File: config.mk
export PLATFORM = sky130hd
export DESIGN_NAME = add_pipe
export DESIGN_NICKNAME = d
export VERILOG_FILES = /design/src/rtl/add_pipe.sv
export SDC_FILE = /design/constraint.sdc
export NUM_CORES = 1
export LEC_CHECK = 0
export ABC_AREA = 1
export CAP_MARGIN = 20
export CELL_PAD_IN_SITES_DETAIL_PLACEMENT = 1
export CELL_PAD_IN_SITES_GLOBAL_PLACEMENT = 1
export CORE_MARGIN = 5
export CORE_UTILIZATION = 46
export CTS_BUF_LIST = sky130_fd_sc_hd__clkbuf_4
export DETAILED_ROUTE_END_ITERATION = 8
export HOLD_SLACK_MARGIN = 0.06
export PLACE_DENSITY_LB_ADDON = 0.1
export SYNTH_ARGS = -nofsm -noshare
export SYNTH_HDL_FRONTEND = slang
export SYNTH_SLANG_ARGS = --single-unit
File: constraint.sdc
create_clock -name clk -period 4.7 [get_ports clk]
set_input_delay 0.705 -clock clk [delete_from_list [all_inputs] [get_ports clk]]
set_output_delay 0.705 -clock clk [all_outputs]
set_load 0.02 [all_outputs]
File: src/rtl/add_pipe.sv
// Two-stage signed add/sub/accumulate pipeline with valid/ready flow control.
// Optional macro ADD_PIPE_SAT_EN: ACC results saturate on overflow instead of wrapping.
module add_pipe #(
  parameter int N     = 4,
  parameter int ACC_W = 8
) (
  input  logic             clk,
  input  logic             rst_n,
  input  logic             in_valid,
  output logic             in_ready,
  input  logic [1:0]       op,
  input  logic [N-1:0]     X,
  input  logic [N-1:0]     Y,
  output logic             out_valid,
  input  logic             out_ready,
  output logic [ACC_W-1:0] S,
  output logic             ovf
);

  typedef enum logic [1:0] {
    OP_ADD = 2'b00,
    OP_SUB = 2'b01,
    OP_ACC = 2'b10,
    OP_CLR = 2'b11
  } op_e;

  // Handshake: a beat moves on a port when valid && ready in the same cycle.
  // The only back-pressure source is an unconsumed result, which freezes both stages.
  logic stall;
  assign stall    = out_valid && !out_ready;
  assign in_ready = !stall;

  logic                    v1;
  op_e                     op1;
  logic signed [N-1:0]     x1;
  logic signed [N-1:0]     y1;
  logic signed [ACC_W-1:0] acc;

  logic signed [N:0]       addsub;
  logic signed [ACC_W:0]   accsum;
  logic signed [ACC_W-1:0] s_next;
  logic signed [ACC_W-1:0] acc_next;
  logic                    ovf_next;

`ifdef ADD_PIPE_SAT_EN
  localparam logic signed [ACC_W-1:0] sat_max = {1'b0, {(ACC_W-1){1'b1}}};
  localparam logic signed [ACC_W-1:0] sat_min = {1'b1, {(ACC_W-1){1'b0}}};
`endif

  always_comb begin
    addsub   = '0;
    accsum   = '0;
    s_next   = '0;
    acc_next = acc;
    ovf_next = 1'b0;
    case (op1)
      OP_ADD: begin
        addsub = (N+1)'(x1) + (N+1)'(y1);
        s_next = ACC_W'(addsub);
      end
      OP_SUB: begin
        addsub = (N+1)'(x1) - (N+1)'(y1);
        s_next = ACC_W'(addsub);
      end
      OP_ACC: begin
        // One guard bit: the two top bits disagree exactly when the sum left the ACC_W range.
        accsum   = (ACC_W+1)'(acc) + (ACC_W+1)'(x1);
        ovf_next = accsum[ACC_W] ^ accsum[ACC_W-1];
`ifdef ADD_PIPE_SAT_EN
        if (ovf_next) s_next = accsum[ACC_W] ? sat_min : sat_max;
        else          s_next = accsum[ACC_W-1:0];
`else
        s_next   = accsum[ACC_W-1:0];
`endif
        acc_next = s_next;
      end
      OP_CLR: begin
        acc_next = '0;
      end
      default: begin
        s_next = '0;
      end
    endcase
  end

  always_ff @(posedge clk or negedge rst_n) begin
    if (!rst_n) begin
      v1  <= 1'b0;
      op1 <= OP_ADD;
      x1  <= '0;
      y1  <= '0;
    end else if (!stall) begin
      v1 <= in_valid;
      if (in_valid) begin
        op1 <= op_e'(op);
        x1  <= X;
        y1  <= Y;
      end
    end
  end

  always_ff @(posedge clk or negedge rst_n) begin
    if (!rst_n) begin
      out_valid <= 1'b0;
      S         <= '0;
      ovf       <= 1'b0;
      acc       <= '0;
    end else if (!stall) begin
      out_valid <= v1;
      if (v1) begin
        S   <= s_next;
        ovf <= ovf_next;
        acc <= acc_next;
      end
    end
  end

endmodule

# Word-level counts from Yosys, hierarchy flattened
# Index checks and enable logic that the tools add are counted.
[op_classes] addsub=3 n_mul=0 div=0 order_cmp=0 n_eq_ne=3 n_shift=0 n_mux=3 n_bitwise=2 n_reduce_logical=8
[ops] cell="one-hot mux 8 bit (3 select lines)" count=1
[ops] cell="one-hot mux 8 bit (2 select lines)" count=1
[ops] cell="adder 8 x 4 -> 9 bit" count=1
[ops] cell="adder 4 x 4 -> 5 bit" count=1
[ops] cell="subtractor 4 x 4 -> 5 bit" count=1
[ops] cell="== test 2 bit, second input constant" count=2
[ops] cell="AND reduction 2 bit" count=2
[ops] cell="AND reduction 3 bit" count=1
[ops] cell="== test 2 x 1 -> 1 bit, second input constant" count=1
[ops] cell="zero test 1 bit" count=2
[ops] cell="zero test 2 bit" count=1
[ops] cell="nonzero test 2 bit" count=1
[ops] cell="logical AND 1 bit" count=1
[ops] cell="2-to-1 mux 1 bit" count=1
[ops] cell="inverter 1 bit" count=1
[ops] cell="XOR 1 bit" count=1
[word_totals] regBits=29 latch_bits=0 ram_bits=0 mem_bits_ro=0 inputBits=14 out_inout_bits=11 wordCells=27 n_memories=0

# Depth between registers and ports, before layout
[logic_depth] word_depth=4 ltp_mapped=13 ltp_nobuf=13

# Worst setup path after synthesis
# OpenSTA, ideal clock, no wires.
[synth_timing] path_type="reg-to-reg" startpoint="register x1[1]" endpoint="register S[6]" setup_ns=0.116 arrival_time_ns=1.586 t_required_ns=4.584 setup_slack_ns=2.997 path_stages_with_launch=13 path_buffers=0 period_less_slack_ns=1.703 cell_sequence="dfrtp_1 > inv_1 > fa_1 > inv_1 > nand3_1 > nand2_2 > nand2_1 > nand2_1 > nand2_1 > nand3_2 > nand2_1 > nand2_1 > nand2_1"
[synth_via] elab_chain_cells=2 word_cells_on_any_way=4 cone_classes="3 x add/sub; 1 x mux"
[synth_lines] item="from (decl)" line_no="35" rtl="logic signed [N-1:0] x1;"
[synth_lines] item="from (signal assigned)" line_no="90" rtl="x1 <= '0;"
[synth_lines] item="from (signal assigned)" line_no="96" rtl="x1 <= X;"
[synth_lines] item="adder 8 x 4 -> 9 bit, or another cell as far along" line_no="67" rtl="accsum = (ACC_W+1)'(acc) + (ACC_W+1)'(x1);"
[synth_lines] item="one-hot mux 8 bit (3 select lines) (*)" line_no="56" rtl="case (op1)"
[synth_lines] item="to (signal assigned)" line_no="111" rtl="S <= s_next;"
[synth_lines] item="to (decl)" line_no="16" rtl="output logic [ACC_W-1:0] S,"
# Mark *: on every way between the ends. The rest lies on a longest branch, timed or not.
# A chain may end at the register's enable or synchronous reset.

# Worst setup path after layout
[layout_timing] startpoint="input port out_ready" endpoint="output port in_ready"
[layout_via] elab_chain_cells=3
[layout_lines] item="from (decl)" line_no="15" rtl="input logic out_ready,"
[layout_lines] item="zero test 1 bit" line_no="30" rtl="assign stall = out_valid && !out_ready;"
[layout_lines] item="logical AND 1 bit" line_no="30"
[layout_lines] item="zero test 1 bit"
[layout_lines] item="to (decl)" line_no="10" rtl="output logic in_ready,"
# No other way between the ends.

==> impl_metrics.env <==
export IMPL_finish_instance_area_um2=2242
export IMPL_swShare=0.4519
export IMPL_grtUsageMet1=0.2223
export IMPL_period_share=0.5829
export IMPL_drc=0
export IMPL_root_buffer="clkbuf_4"
export IMPL_fill_cells=497
export IMPL_use_met3=0.03784
export IMPL_slew_viol_final=0
export IMPL_syn_area_um2=1911
export IMPL_hold_path_class="register to register"
export IMPL_drt_iter0_drc=55
export IMPL_required_ns=3.99
export IMPL_critPathKind="input port to output port"
export IMPL_cts_reportedPaths_clkPinSlew_ns=0.09
export IMPL_endpoint="in_ready"
export IMPL_slew_headroom=0.7394
export IMPL_ys_ff_latch=29
export IMPL_rr_worst_depth=12
export IMPL_startpoint="out_ready"
export IMPL_ctsHtreeMaxLevel=2
export IMPL_max_freq_ghz=0.3650
export IMPL_synth_nets=266
export IMPL_wl_per_cell_um=14.22
export IMPL_die_area_um2=5542
export IMPL_clockPowerShare=0.122
export IMPL_drv_cap=0
export IMPL_p_per_area_nw_per_um2=522.0
export IMPL_yosys_cell_types_count=28
export IMPL_clk_latency_ns=0.32
export IMPL_layout_nets=294
export IMPL_hold_buffers=0
export IMPL_grt_max_degree=30
export IMPL_dpl_hpwl_mm=3.595
export IMPL_worstReg2RegEnd="S[6]$_DFFE_PN0P_"
export IMPL_cts_made_buffers=5
export IMPL_tightest_slew_ns=0.3909
export IMPL_synthCells=233
export IMPL_rsz0062_at_grt="false"
export IMPL_io_pins=25
export IMPL_final_seq_area_um2=725.7
export IMPL_initial_core_util=0.4776
export IMPL_busiest_layer="met2"
export IMPL_gp_congestion=0.7840
export IMPL_setup_violations=0
export IMPL_cp_end_kind="output port"
export IMPL_place_area_um2=2192
export IMPL_period_minus_slack_ns=2.740
export IMPL_fin_skew_ns=0.003145
export IMPL_final_cell_mix="61 x nand2_1, 29 x dfrtp_1, 25 x inv_1"
export IMPL_core_rowCount=23
export IMPL_ys_seq_area_frac=0.3798
export IMPL_worst_slack_ns=1.960
export IMPL_clockBufferDepth=2
export IMPL_die_y_um=74.45
export IMPL_path_max_fanout=4
export IMPL_leakage_nw=1.127
export IMPL_die_width_um=74.45
export IMPL_cts_tree="done"
export IMPL_setup_total_negative_slack_ns=0
export IMPL_internal_power_w=0.0006415
export IMPL_post_cts_buffers=0
export IMPL_combPwrFrac=0.546
export IMPL_viasPerCell=5.029
export IMPL_grt_first_pass_wirelength_mm=7.458
export IMPL_worstPathArrival_ns=2.03
export IMPL_multiInputGateArea_um2=1047
export IMPL_antenna_found_initial=0
export IMPL_dp_slack_ns=1.950
export IMPL_drive_gt1_frac=0.1336
export IMPL_drt_wl_total_mm=4.436
export IMPL_grt_pass1_vias=1628
export IMPL_diodes=0
export IMPL_gr_total_overflow=0
export IMPL_grt_util_met2=0.3132
export IMPL_core_um2=4000
export IMPL_vias=1569
export IMPL_peakVddDrop_mv=0.2246
export IMPL_io_buffers=24
export IMPL_grt_total_usage=0.1777
export IMPL_yosysWarningCount=0
export IMPL_reg2reg_from="x1[1]$_DFFE_PN0P_"
export IMPL_antenna_left=0
export IMPL_p_sw_w=0.0005289
export IMPL_syn_avg_cell_area_um2=8.200
export IMPL_hold_violations=0
export IMPL_status="finished clean"
export IMPL_dp_cells=304
export IMPL_layout_commonest_cell="nand2_1"
export IMPL_area_growth_pct=17.35
export IMPL_clock_sinks=29
export IMPL_cp_start_kind="input port"
export IMPL_pwr_share_seq=0.333
export IMPL_cts_resized=0
export IMPL_final_cells=312
export IMPL_firstDrtPassIters=4
export IMPL_rrSetupSlack_ns=2.81
-- critical path, stage by stage --
cell and delay, ns:
clkdlybuf4s50_1 0.50, nor2_4 0.06, inv_1 0.13, clkdlybuf4s50_1 0.64
-- sequential cells by signal, summed over array words and instances, names as in the netlist --
| signal | count |
|---|---|
| v1 | 1 |
| ovf | 1 |
| x1 | 4 |
| out_valid | 1 |
| S | 8 |
| op1 | 2 |
| y1 | 4 |
| acc | 8 |
-- Yosys cell counts --
| library cell | instances | area share |
|---|---|---|
| nand2_1 | 61 | 0.12 |
| dfrtp_1 | 29 | 0.38 |
| inv_1 | 25 | 0.049 |
| nor2_1 | 17 | 0.033 |
| ha_1 | 16 | 0.10 |
| nand3_1 | 14 | 0.037 |
| a21oi_1 | 12 | 0.031 |
| o21ai_0 | 10 | 0.026 |
| o21ai_1 | 9 | 0.024 |
| nand2_2 | 6 | 0.020 |
| nand3_2 | 5 | 0.026 |
| inv_2 | 4 | 0.0079 |
| fa_1 | 3 | 0.031 |
| mux2_2 | 3 | 0.018 |
| nor2_4 | 3 | 0.018 |
| a21oi_2 | 2 | 0.0092 |
| buf_2 | 2 | 0.0052 |
| nand2_4 | 2 | 0.012 |
| a21oi_4 | 1 | 0.0085 |
| buf_4 | 1 | 0.0039 |
| buf_6 | 1 | 0.0059 |
| nand3b_1 | 1 | 0.0039 |
| nor2_2 | 1 | 0.0033 |
| o211ai_1 | 1 | 0.0039 |
| o211ai_2 | 1 | 0.0065 |
| o311ai_0 | 1 | 0.0046 |
| or2_0 | 1 | 0.0033 |
| xor2_1 | 1 | 0.0046 |
-- layout make-up --
cell class	count	share of cell area
Multi-Input combinational cell	171	0.4671
Sequential cell	29	0.3237
Timing Repair Buffer	25	0.1105
Inverter	29	0.04855
Tap cell	50	0.02790
Clock buffer	5	0.01674
Clock inverter	3	0.005580
-- power groups by stage --
| stage | sequential (W) | combinational (W) | clock (W) |
|---|---|---|---|
| after global placement | 0.000391 | 0.000624 | 0 |
| after global routing | 0.000401 | 0.000726 | 0.000163 |
| after detailed placement | 0.000396 | 0.000648 | 0 |
| after CTS | 0.000390 | 0.000652 | 0.000148 |
| after floorplan | 0.000427 | 0.000406 | 0 |
| final | 0.000389 | 0.000639 | 0.000142 |
-- worst min path at each step --
stage / slack (ns) / start / endpoint / depth (start not counted)
2_1_floorplan: 0.41 / rst_n / S[0]$_DFFE_PN0P_ / 0
3_3_place_gp: 0.47 / S[3]$_DFFE_PN0P_ / S[3]$_DFFE_PN0P_ / 2
3_5_place_dp: 0.47 / S[4]$_DFFE_PN0P_ / S[4]$_DFFE_PN0P_ / 2
4_1_cts: 0.49 / S[4]$_DFFE_PN0P_ / S[4]$_DFFE_PN0P_ / 2
5_1_grt: 0.52 / S[1]$_DFFE_PN0P_ / S[1]$_DFFE_PN0P_ / 2
6_report: 0.49 / S[2]$_DFFE_PN0P_ / S[2]$_DFFE_PN0P_ / 2
-- cells by family (layout without fill, tap and decap cells) --
kind of cell               Yosys count  in the layout  share of synthesized area
AOI/OAI and AO/OA                   37             37                     0.1140
and+or+nand+nor                    111            111                     0.2757
DFF                                 29             29                     0.3798
muxes                                3              3                    0.01768
xor gates and xnor gates             1              1                   0.004585
adders and majority gates           19             19                     0.1362
buffers and inverters               33             62                    0.07204
-- metal layers --
layer / vias up / part of all wire
li1: 808 / -
met1: 735 / 0.44
met2: 17 / 0.52
met3: 9 / 0.025
met4: 0 / 0.012
met5: - / 0
-- stage by stage --
stage	hold WS (ns)	utilization	total power [W]
6_report	0.4873	0.5605	0.001170
5_1_grt	0.5177	0.5605	0.001290
4_1_cts	0.4937	0.5605	0.001190
3_5_place_dp	0.4689	0.5480	0.001043
3_3_place_gp	0.4682	0.5480	0.001015
2_1_floorplan	0.4094	-	0.0008326
Note: power is estimated with default switching activity, not from simulation.
